--- src/rtl/norm_array_if.sv ---
// norm_array_if: lane data bus between the systolic array output and the
// normalisation stage.
//
// Signals
//   in_data_available  lane-0 input valid (lane i data arrives i cycles later)
//   inp_data           NUM_LANES packed lanes, lane i at [i*DWIDTH +: DWIDTH]
//   validity_mask      1 = normalise lane, 0 = pass lane data unchanged
//   out_data           lane outputs, same packing as inp_data
//   out_lane_valid     per-lane output valid
//   out_data_available copy of out_lane_valid[0]
//
// Handshake: valid-only stream, there is no ready. A lane word is transferred
// in every cycle its valid is high; the consumer must accept it that cycle.
//
// Modports: master drives the inputs and observes the outputs (producer side),
// slave is the normalisation stage itself.
interface norm_array_if #(
    parameter int DWIDTH    = 8,
    parameter int NUM_LANES = 8
);
    logic                          in_data_available;
    logic [NUM_LANES*DWIDTH-1:0]   inp_data;
    logic [NUM_LANES-1:0]          validity_mask;
    logic [NUM_LANES*DWIDTH-1:0]   out_data;
    logic [NUM_LANES-1:0]          out_lane_valid;
    logic                          out_data_available;

    modport master (
        output in_data_available, inp_data, validity_mask,
        input  out_data, out_lane_valid, out_data_available
    );

    modport slave (
        input  in_data_available, inp_data, validity_mask,
        output out_data, out_lane_valid, out_data_available
    );
endinterface

--- src/rtl/norm_array.sv ---
// norm_array: per-lane normalisation y = sat(round((x - mean) * inv_var)).
//
// Ports
//   clk, reset     clock, asynchronous active-high reset
//   enable_norm    1 = two-stage normalise pipeline, 0 = combinational bypass
//   start          one-cycle pulse: latch mean/inv_var/num_cols, clear count
//   mean           signed mean (sampled on start)
//   inv_var        unsigned inverse variance, FRAC_BITS fraction bits
//   num_cols       columns per run (sampled on start)
//   bus            lane data bus (norm_array_if.slave)
//   done_norm      sticky: num_cols columns have left the last lane
//   fsm_state      control FSM state (0 IDLE, 1 RUN, 2 DONE) for observation
//
// Lane i is valid i cycles after lane 0 (skewed valid chain). A normalised
// lane word appears two cycles after its input valid; masked lanes travel the
// same two stages unmodified so all lanes keep the same latency.
module norm_array #(
    parameter int DWIDTH    = 8,
    parameter int NUM_LANES = 8,
    parameter int FRAC_BITS = 4,
    parameter int CNT_W     = 8
) (
    input  logic              clk,
    input  logic              reset,
    input  logic              enable_norm,
    input  logic              start,
    input  logic [DWIDTH-1:0] mean,
    input  logic [DWIDTH-1:0] inv_var,
    input  logic [CNT_W-1:0]  num_cols,
    norm_array_if.slave       bus,
    output logic              done_norm,
    output logic [1:0]        fsm_state
);

    typedef enum logic [1:0] {
        IDLE = 2'd0,
        RUN  = 2'd1,
        DONE = 2'd2
    } state_t;

    // Product width: (DWIDTH+1)-bit signed diff times DWIDTH-bit unsigned
    // operand, plus a guard bit so the rounding add cannot overflow.
    localparam int PW = 2 * DWIDTH + 2;
    localparam logic signed [PW-1:0] SAT_MAX = PW'(2 ** (DWIDTH - 1) - 1);
    localparam logic signed [PW-1:0] SAT_MIN = -SAT_MAX - PW'(1);

    state_t             state_q, state_d;
    logic [CNT_W-1:0]   count_q;
    logic [CNT_W-1:0]   ncols_q;
    logic [DWIDTH-1:0]  mean_q;
    logic [DWIDTH-1:0]  inv_var_q;

    logic [NUM_LANES-1:0]        in_v;
    logic [NUM_LANES-1:0]        lane_v;
    logic [NUM_LANES*DWIDTH-1:0] lane_y;
    logic [NUM_LANES-1:0]        out_v;
    logic                        last_v;

    // ---------------------------------------------------------------
    // Skewed valid chain; runs in both normalise and bypass modes.
    // ---------------------------------------------------------------
    assign in_v[0] = bus.in_data_available;

    if (NUM_LANES > 1) begin : g_skew
        logic [NUM_LANES-2:0] skew_q;

        always_ff @(posedge clk or posedge reset) begin
            if (reset) begin
                skew_q <= '0;
            end else begin
                skew_q <= in_v[NUM_LANES-2:0];
            end
        end

        assign in_v[NUM_LANES-1:1] = skew_q;
    end

    // ---------------------------------------------------------------
    // Lane pipelines
    // ---------------------------------------------------------------
    for (genvar i = 0; i < NUM_LANES; i++) begin : g_lane
        logic [DWIDTH-1:0]        x;
        logic signed [DWIDTH:0]   x_ext;
        logic signed [DWIDTH:0]   diff_next;
        logic signed [DWIDTH:0]   diff_q;
        logic                     v1_q;
        logic                     m1_q;
        logic                     v2_q;
        logic [DWIDTH-1:0]        y_q;
        logic signed [PW-1:0]     diff_ext;
        logic signed [PW-1:0]     inv_ext;
        logic signed [PW-1:0]     prod;
        logic signed [PW-1:0]     rnd;
        logic signed [PW-1:0]     shf;
        logic [DWIDTH-1:0]        sat_y;

        assign x         = bus.inp_data[i*DWIDTH +: DWIDTH];
        assign x_ext     = {x[DWIDTH-1], x};
        assign diff_next = x_ext - {mean_q[DWIDTH-1], mean_q};

        assign diff_ext = {{(PW-DWIDTH-1){diff_q[DWIDTH]}}, diff_q};
        assign inv_ext  = {{(PW-DWIDTH){1'b0}}, inv_var_q};
        assign prod     = diff_ext * inv_ext;

        // Round half up, then drop the fraction with an arithmetic shift.
        if (FRAC_BITS > 0) begin : g_rnd
            assign rnd = prod + (PW'(1) <<< (FRAC_BITS - 1));
        end else begin : g_nornd
            assign rnd = prod;
        end
        assign shf = rnd >>> FRAC_BITS;

        always_comb begin
            if (shf > SAT_MAX) begin
                sat_y = SAT_MAX[DWIDTH-1:0];
            end else if (shf < SAT_MIN) begin
                sat_y = SAT_MIN[DWIDTH-1:0];
            end else begin
                sat_y = shf[DWIDTH-1:0];
            end
        end

        // Stage 1: difference (or sign-extended raw x for a masked lane).
        always_ff @(posedge clk or posedge reset) begin
            if (reset) begin
                v1_q   <= 1'b0;
                m1_q   <= 1'b0;
                diff_q <= '0;
            end else if (enable_norm && in_v[i]) begin
                v1_q   <= 1'b1;
                m1_q   <= bus.validity_mask[i];
                diff_q <= bus.validity_mask[i] ? diff_next : x_ext;
            end else begin
                v1_q   <= 1'b0;
                m1_q   <= 1'b0;
                diff_q <= '0;
            end
        end

        // Stage 2: scaled, rounded, saturated result (raw x when masked).
        always_ff @(posedge clk or posedge reset) begin
            if (reset) begin
                v2_q <= 1'b0;
                y_q  <= '0;
            end else if (enable_norm && v1_q) begin
                v2_q <= 1'b1;
                y_q  <= m1_q ? sat_y : diff_q[DWIDTH-1:0];
            end else begin
                v2_q <= 1'b0;
                y_q  <= '0;
            end
        end

        assign lane_v[i]                   = v2_q;
        assign lane_y[i*DWIDTH +: DWIDTH]  = y_q;
    end

    // Bypass is purely combinational from the inputs and the valid chain.
    assign out_v                  = enable_norm ? lane_v : in_v;
    assign bus.out_lane_valid     = out_v;
    assign bus.out_data           = enable_norm ? lane_y : bus.inp_data;
    assign bus.out_data_available = out_v[0];
    assign last_v                 = out_v[NUM_LANES-1];

    // ---------------------------------------------------------------
    // Control FSM: state register
    // ---------------------------------------------------------------
    always_ff @(posedge clk or posedge reset) begin
        if (reset) begin
            state_q <= IDLE;
        end else begin
            state_q <= state_d;
        end
    end

    // Next state. start restarts from any state.
    always_comb begin
        state_d = state_q;
        if (start) begin
            state_d = (num_cols == '0) ? DONE : RUN;
        end else begin
            case (state_q)
                RUN: begin
                    if (last_v && (count_q + CNT_W'(1) == ncols_q)) begin
                        state_d = DONE;
                    end
                end
                default: state_d = state_q;
            endcase
        end
    end

    // Outputs decoded from the state register, so done_norm is registered.
    always_comb begin
        done_norm = (state_q == DONE);
        fsm_state = state_q;
    end

    // Operand latches and column counter. The counter only advances in RUN
    // and never passes ncols_q.
    always_ff @(posedge clk or posedge reset) begin
        if (reset) begin
            mean_q    <= '0;
            inv_var_q <= '0;
            ncols_q   <= '0;
            count_q   <= '0;
        end else if (start) begin
            mean_q    <= mean;
            inv_var_q <= inv_var;
            ncols_q   <= num_cols;
            count_q   <= '0;
        end else if (state_q == RUN && last_v && count_q != ncols_q) begin
            count_q <= count_q + CNT_W'(1);
        end
    end

endmodule

--- src/flat_wrapper.sv ---
// flat-port wrapper written by rule: the top's interface ports become plain ports
module norm_array_flat 
#(
    parameter int DWIDTH    = 8,
    parameter int NUM_LANES = 8,
    parameter int FRAC_BITS = 4,
    parameter int CNT_W     = 8
)
  (clk, reset, enable_norm, start, mean, inv_var, num_cols, done_norm, fsm_state, bus_in_data_available, bus_inp_data, bus_validity_mask, bus_out_data, bus_out_lane_valid, bus_out_data_available);
  norm_array_if #(.DWIDTH(DWIDTH), .NUM_LANES(NUM_LANES)) bus_i ();
  input  logic clk;
  input  logic reset;
  input  logic enable_norm;
  input  logic start;
  input  logic [DWIDTH-1:0] mean;
  input  logic [DWIDTH-1:0] inv_var;
  input  logic [CNT_W-1:0] num_cols;
  output logic done_norm;
  output logic [1:0] fsm_state;
  input wire logic [$bits(bus_i.in_data_available)-1:0] bus_in_data_available;
  input wire logic [$bits(bus_i.inp_data)-1:0] bus_inp_data;
  input wire logic [$bits(bus_i.validity_mask)-1:0] bus_validity_mask;
  output wire logic [$bits(bus_i.out_data)-1:0] bus_out_data;
  output wire logic [$bits(bus_i.out_lane_valid)-1:0] bus_out_lane_valid;
  output wire logic [$bits(bus_i.out_data_available)-1:0] bus_out_data_available;
  assign bus_i.in_data_available = bus_in_data_available;
  assign bus_i.inp_data = bus_inp_data;
  assign bus_i.validity_mask = bus_validity_mask;
  assign bus_out_data = bus_i.out_data;
  assign bus_out_lane_valid = bus_i.out_lane_valid;
  assign bus_out_data_available = bus_i.out_data_available;
  norm_array #(.DWIDTH(DWIDTH), .NUM_LANES(NUM_LANES), .FRAC_BITS(FRAC_BITS), .CNT_W(CNT_W)) u_core (.clk(clk), .reset(reset), .enable_norm(enable_norm), .start(start), .mean(mean), .inv_var(inv_var), .num_cols(num_cols), .bus(bus_i), .done_norm(done_norm), .fsm_state(fsm_state));
endmodule
--- config.mk ---
export PLATFORM = sky130hd
export DESIGN_NAME = norm_array_flat
export DESIGN_NICKNAME = d
export VERILOG_FILES = /design/src/rtl/norm_array_if.sv /design/src/rtl/norm_array.sv /design/src/flat_wrapper.sv
export SDC_FILE = /design/constraint.sdc
export NUM_CORES = 2
export LEC_CHECK = 0
export ABC_AREA = 1
export ABC_CLOCK_PERIOD_IN_PS = 10100
export CORE_MARGIN = 2
export CORE_UTILIZATION = 55
export CTS_CLUSTER_SIZE = 14
export DETAILED_ROUTE_END_ITERATION = 7
export PLACE_DENSITY = 0.83
export SYNTH_ARGS = -nofsm -noshare
export SYNTH_HDL_FRONTEND = slang
export SYNTH_SLANG_ARGS = --single-unit
export TNS_END_PERCENT = 100
--- constraint.sdc ---
create_clock -name clk -period 10.1 [get_ports clk]
set_clock_uncertainty 0.05 [all_clocks]
set_input_delay 2.525 -clock clk [delete_from_list [all_inputs] [get_ports clk]]
set_output_delay 2.525 -clock clk [all_outputs]
set_load 0.01 [all_outputs]
==> results.cfg <==
[synthesis]
synth.most_common_cell = inv_1
synth_cell_types = 49
ys_seq_area_frac = 0.135
yosysWarnings = 0
synth_nets = 6158
synth_top_area_frac = 0.258
synth_edf_count = 0
yosys.area.top_type = fa_1
synth_area_um2 = 37300
synthFlopType = dfrtp_1
synthTopCellsByArea = fa_1 (26%), inv_1 (15%), dfrtp_1 (13%), nand2_1 (13%), ha_1 (12%)
synth_seq_cells = 201
syn_inst = 5216
async_reset_ff_frac = 1.00
syn_area_per_cell_um2 = 7.15
yosys-top-cells-count = inv_1 (1468), nand2_1 (1283), fa_1 (480), ha_1 (361), a21oi_1 (260)

[routing]
drc_errors = 0
avgViaCountPerCell = 5.23
drtAntennaViolNets = 0
wirelength_um = 96200
vias = 32300
wl_per_cell_um = 15.6
drt_first_iter_violations = 2289
dr.pass1.iters = 6

[setup_path]
worst-path-buf-inv = 3
crit_type = primary input to output port
critical-path-top-delay-family = buffers and inverters
end_kind = output port
r2r_cells = 21
cp_common_cell = buf_4
critPathRequiredTime_ns = 7.53
cp_max_fo = 75
slowest_stage = buf_4
worstPathCellList = buf_4 > buf_4 > mux2_2 > clkdlybuf4s50_1
cpPeakStageDelay_ns = 0.67
startpoint_type = primary input
cp_num_cells = 4
cp.arrival_ns = 4.41

[cells_and_area]
areaGrowthSynthToFinish_pct = 8.45
nNetsFinal = 6214
multiInputGateArea_um2 = 26000
fillers = 5847
register_area_um2 = 5040
reg.largest.list = u_core.g_lane.diff_q: 72 flops, u_core.g_lane.y_q: 64 flops
drive_gt1_frac = 0.0276
largest_reg_flops = 72
regMostFlops = u_core.g_lane.diff_q

[clock_tree]
cts_tree = yes
cts_sinks = 201
post_cts_buffers = 0
postCtsHoldBufs = 0
clockBufferDepth = 3
cts_resized = 0
clock_latency_ns = 0.57
clockRootBuffer = clkbuf_16
cts_max_level = 1
cts-buffers-inserted = 24
clkSlewWorstSetupHoldPaths_ns = 0.07

[sta]
slew_headroom = 0.216
period_share = 0.692
worst_pin_slew_ns = 1.18
setup_viol = 0
slew_viol_final = 0
period_needed_ns = 6.99
max_freq_mhz = 143
hold_viol = 0
holdWs_ns = 0.381
setup_tns_ns = 0
grt_setup_unrepaired = false

[global_routing]
grt_pass1_wl_um = 161000
grt_max_degree = 133
grt_usage = 0.284
grt_overflow_total = 0
grt_antenna_before_repair = 6
grt_pass1_vias = 32600

[die]
rows = 95
die_area_um2 = 69900
fp.dieH_um = 264
core_area_um2 = 67200
initial_utilization = 0.555
ios = 177
die_w_um = 264

[pwr]
powerDensity_nw_per_um2 = 102
vdd_drop_max_mv = 0.112
power.leakage_nw = 24.3

[hold_path]
hold_path_depth = 0
hp-class = flop to flop

[place]
port_buffers = 176
place_hpwl_um = 76300
gp_congestion = 0.961

[run_status]
status = complete, no violations

[flow_run]
drv_cap = 0
[power by group]
| group | total, mW | switching, mW | internal (mW) |
|---|---|---|---|
| registers | 0.952 | 0.108 | 0.844 |
| clock network | 0.896 | 0.385 | 0.511 |
| logic | 2.28 | 1.43 | 0.858 |
[placed cells by master (no fill, tap or decap), drive strengths merged, types with 37 or more instances in the layout]
cell              n
inv            1475
nand2          1305
fa              480
ha              361
a21oi           268
o21ai           254
nor2            230
dfrtp           201
clkdlybuf4s50   174
nand3           129
xor2             74
xnor2            70
nand4            43
clkbuf           37
[worst reg2reg max path, stage by stage (launching register included)]
cell and delay (ns):
dfrtp_2 0.87, buf_4 0.64, nand2_1 0.29, fa_1 0.66, inv_1 0.16, fa_1 0.51
fa_1 0.49, inv_1 0.05, fa_1 0.53, inv_1 0.04, ha_1 0.37, a21oi_1 0.21
a21boi_0 0.40, nor2_1 0.07, nor2_1 0.13, nand2_1 0.06, nand2_1 0.05, nand2_1 0.06
inv_1 0.05, nand3_1 0.14, a21oi_2 0.31, a21oi_1 0.14
[final cells by class]
| class | instances | share of cell area |
|---|---|---|
| multi-input cells | 3365 | 0.643 |
| inverters | 1484 | 0.138 |
| flip-flops and latches | 201 | 0.125 |
| repair buffers | 196 | 0.0471 |
| well taps | 873 | 0.0270 |
| clock buffers | 37 | 0.0176 |
| clock inverters | 7 | 0.00183 |
| diodes | 4 | 0.000248 |
[metrics by stage]
step / cell area [µm²] / worst slack [ns] / util / power (mW) / cells
6_report: 40400 / 3.11 / 0.602 / 4.13 / 6167
3_3_place_gp: 39600 / 3.18 / 0.590 / 3.15 / 6119
3_5_place_dp: 39600 / 3.12 / 0.590 / 3.22 / 6119
5_1_grt: 40400 / 3.00 / 0.602 / 4.52 / 6163
2_1_floorplan: 37300 / 2.04 / - / 2.63 / 5216
4_1_cts: 40400 / 3.12 / 0.602 / 4.14 / 6163
[kinds of logic after synthesis]
| logic type | synth area share |
|---|---|
| AOI/OAI and AO/OA | 0.0880 |
| xor gates and xnor gates | 0.0340 |
| adders and majority gates | 0.379 |
| buffers and inverters | 0.167 |
| DFF | 0.135 |
| muxes | 0.00665 |
| and+or+nand+nor | 0.190 |
[worst paths after layout]
kind | slack [ns] | from | to
max | 3.11 | enable_norm | bus_out_lane_valid[1]
min | 0.38 | u_core.g_skew.skew_q[1]$_DFF_PP0_ | u_core.g_skew.skew_q[2]$_DFF_PP0_
max reg2reg | 3.69 | u_core.inv_var_q[0]$_DFFE_PP0P_ | u_core.g_lane[2].y_q[0]$_DFF_PP0_
min reg2reg | 0.38 | u_core.g_skew.skew_q[1]$_DFF_PP0_ | u_core.g_skew.skew_q[2]$_DFF_PP0_
max in group asynchronous | 5.97 | reset | u_core.g_lane[1].y_q[4]$_DFF_PP0_
min in group asynchronous | 2.49 | reset | u_core.g_lane[6].diff_q[4]$_DFF_PP0_
[layer usage]
layer | wire length [µm] | share of wire | GRT usage | vias to the layer above
li1 | - | - | - | 15500
met1 | 39600 | 0.41 | 0.369 | 15400
met2 | 45200 | 0.47 | 0.477 | 1115
met3 | 7690 | 0.080 | 0.0520 | 196
met4 | 3650 | 0.038 | 0.0971 | 6
met5 | 40 | 0.00042 | 0 | -
No activity file was read; power rests on OpenSTA's default activity.
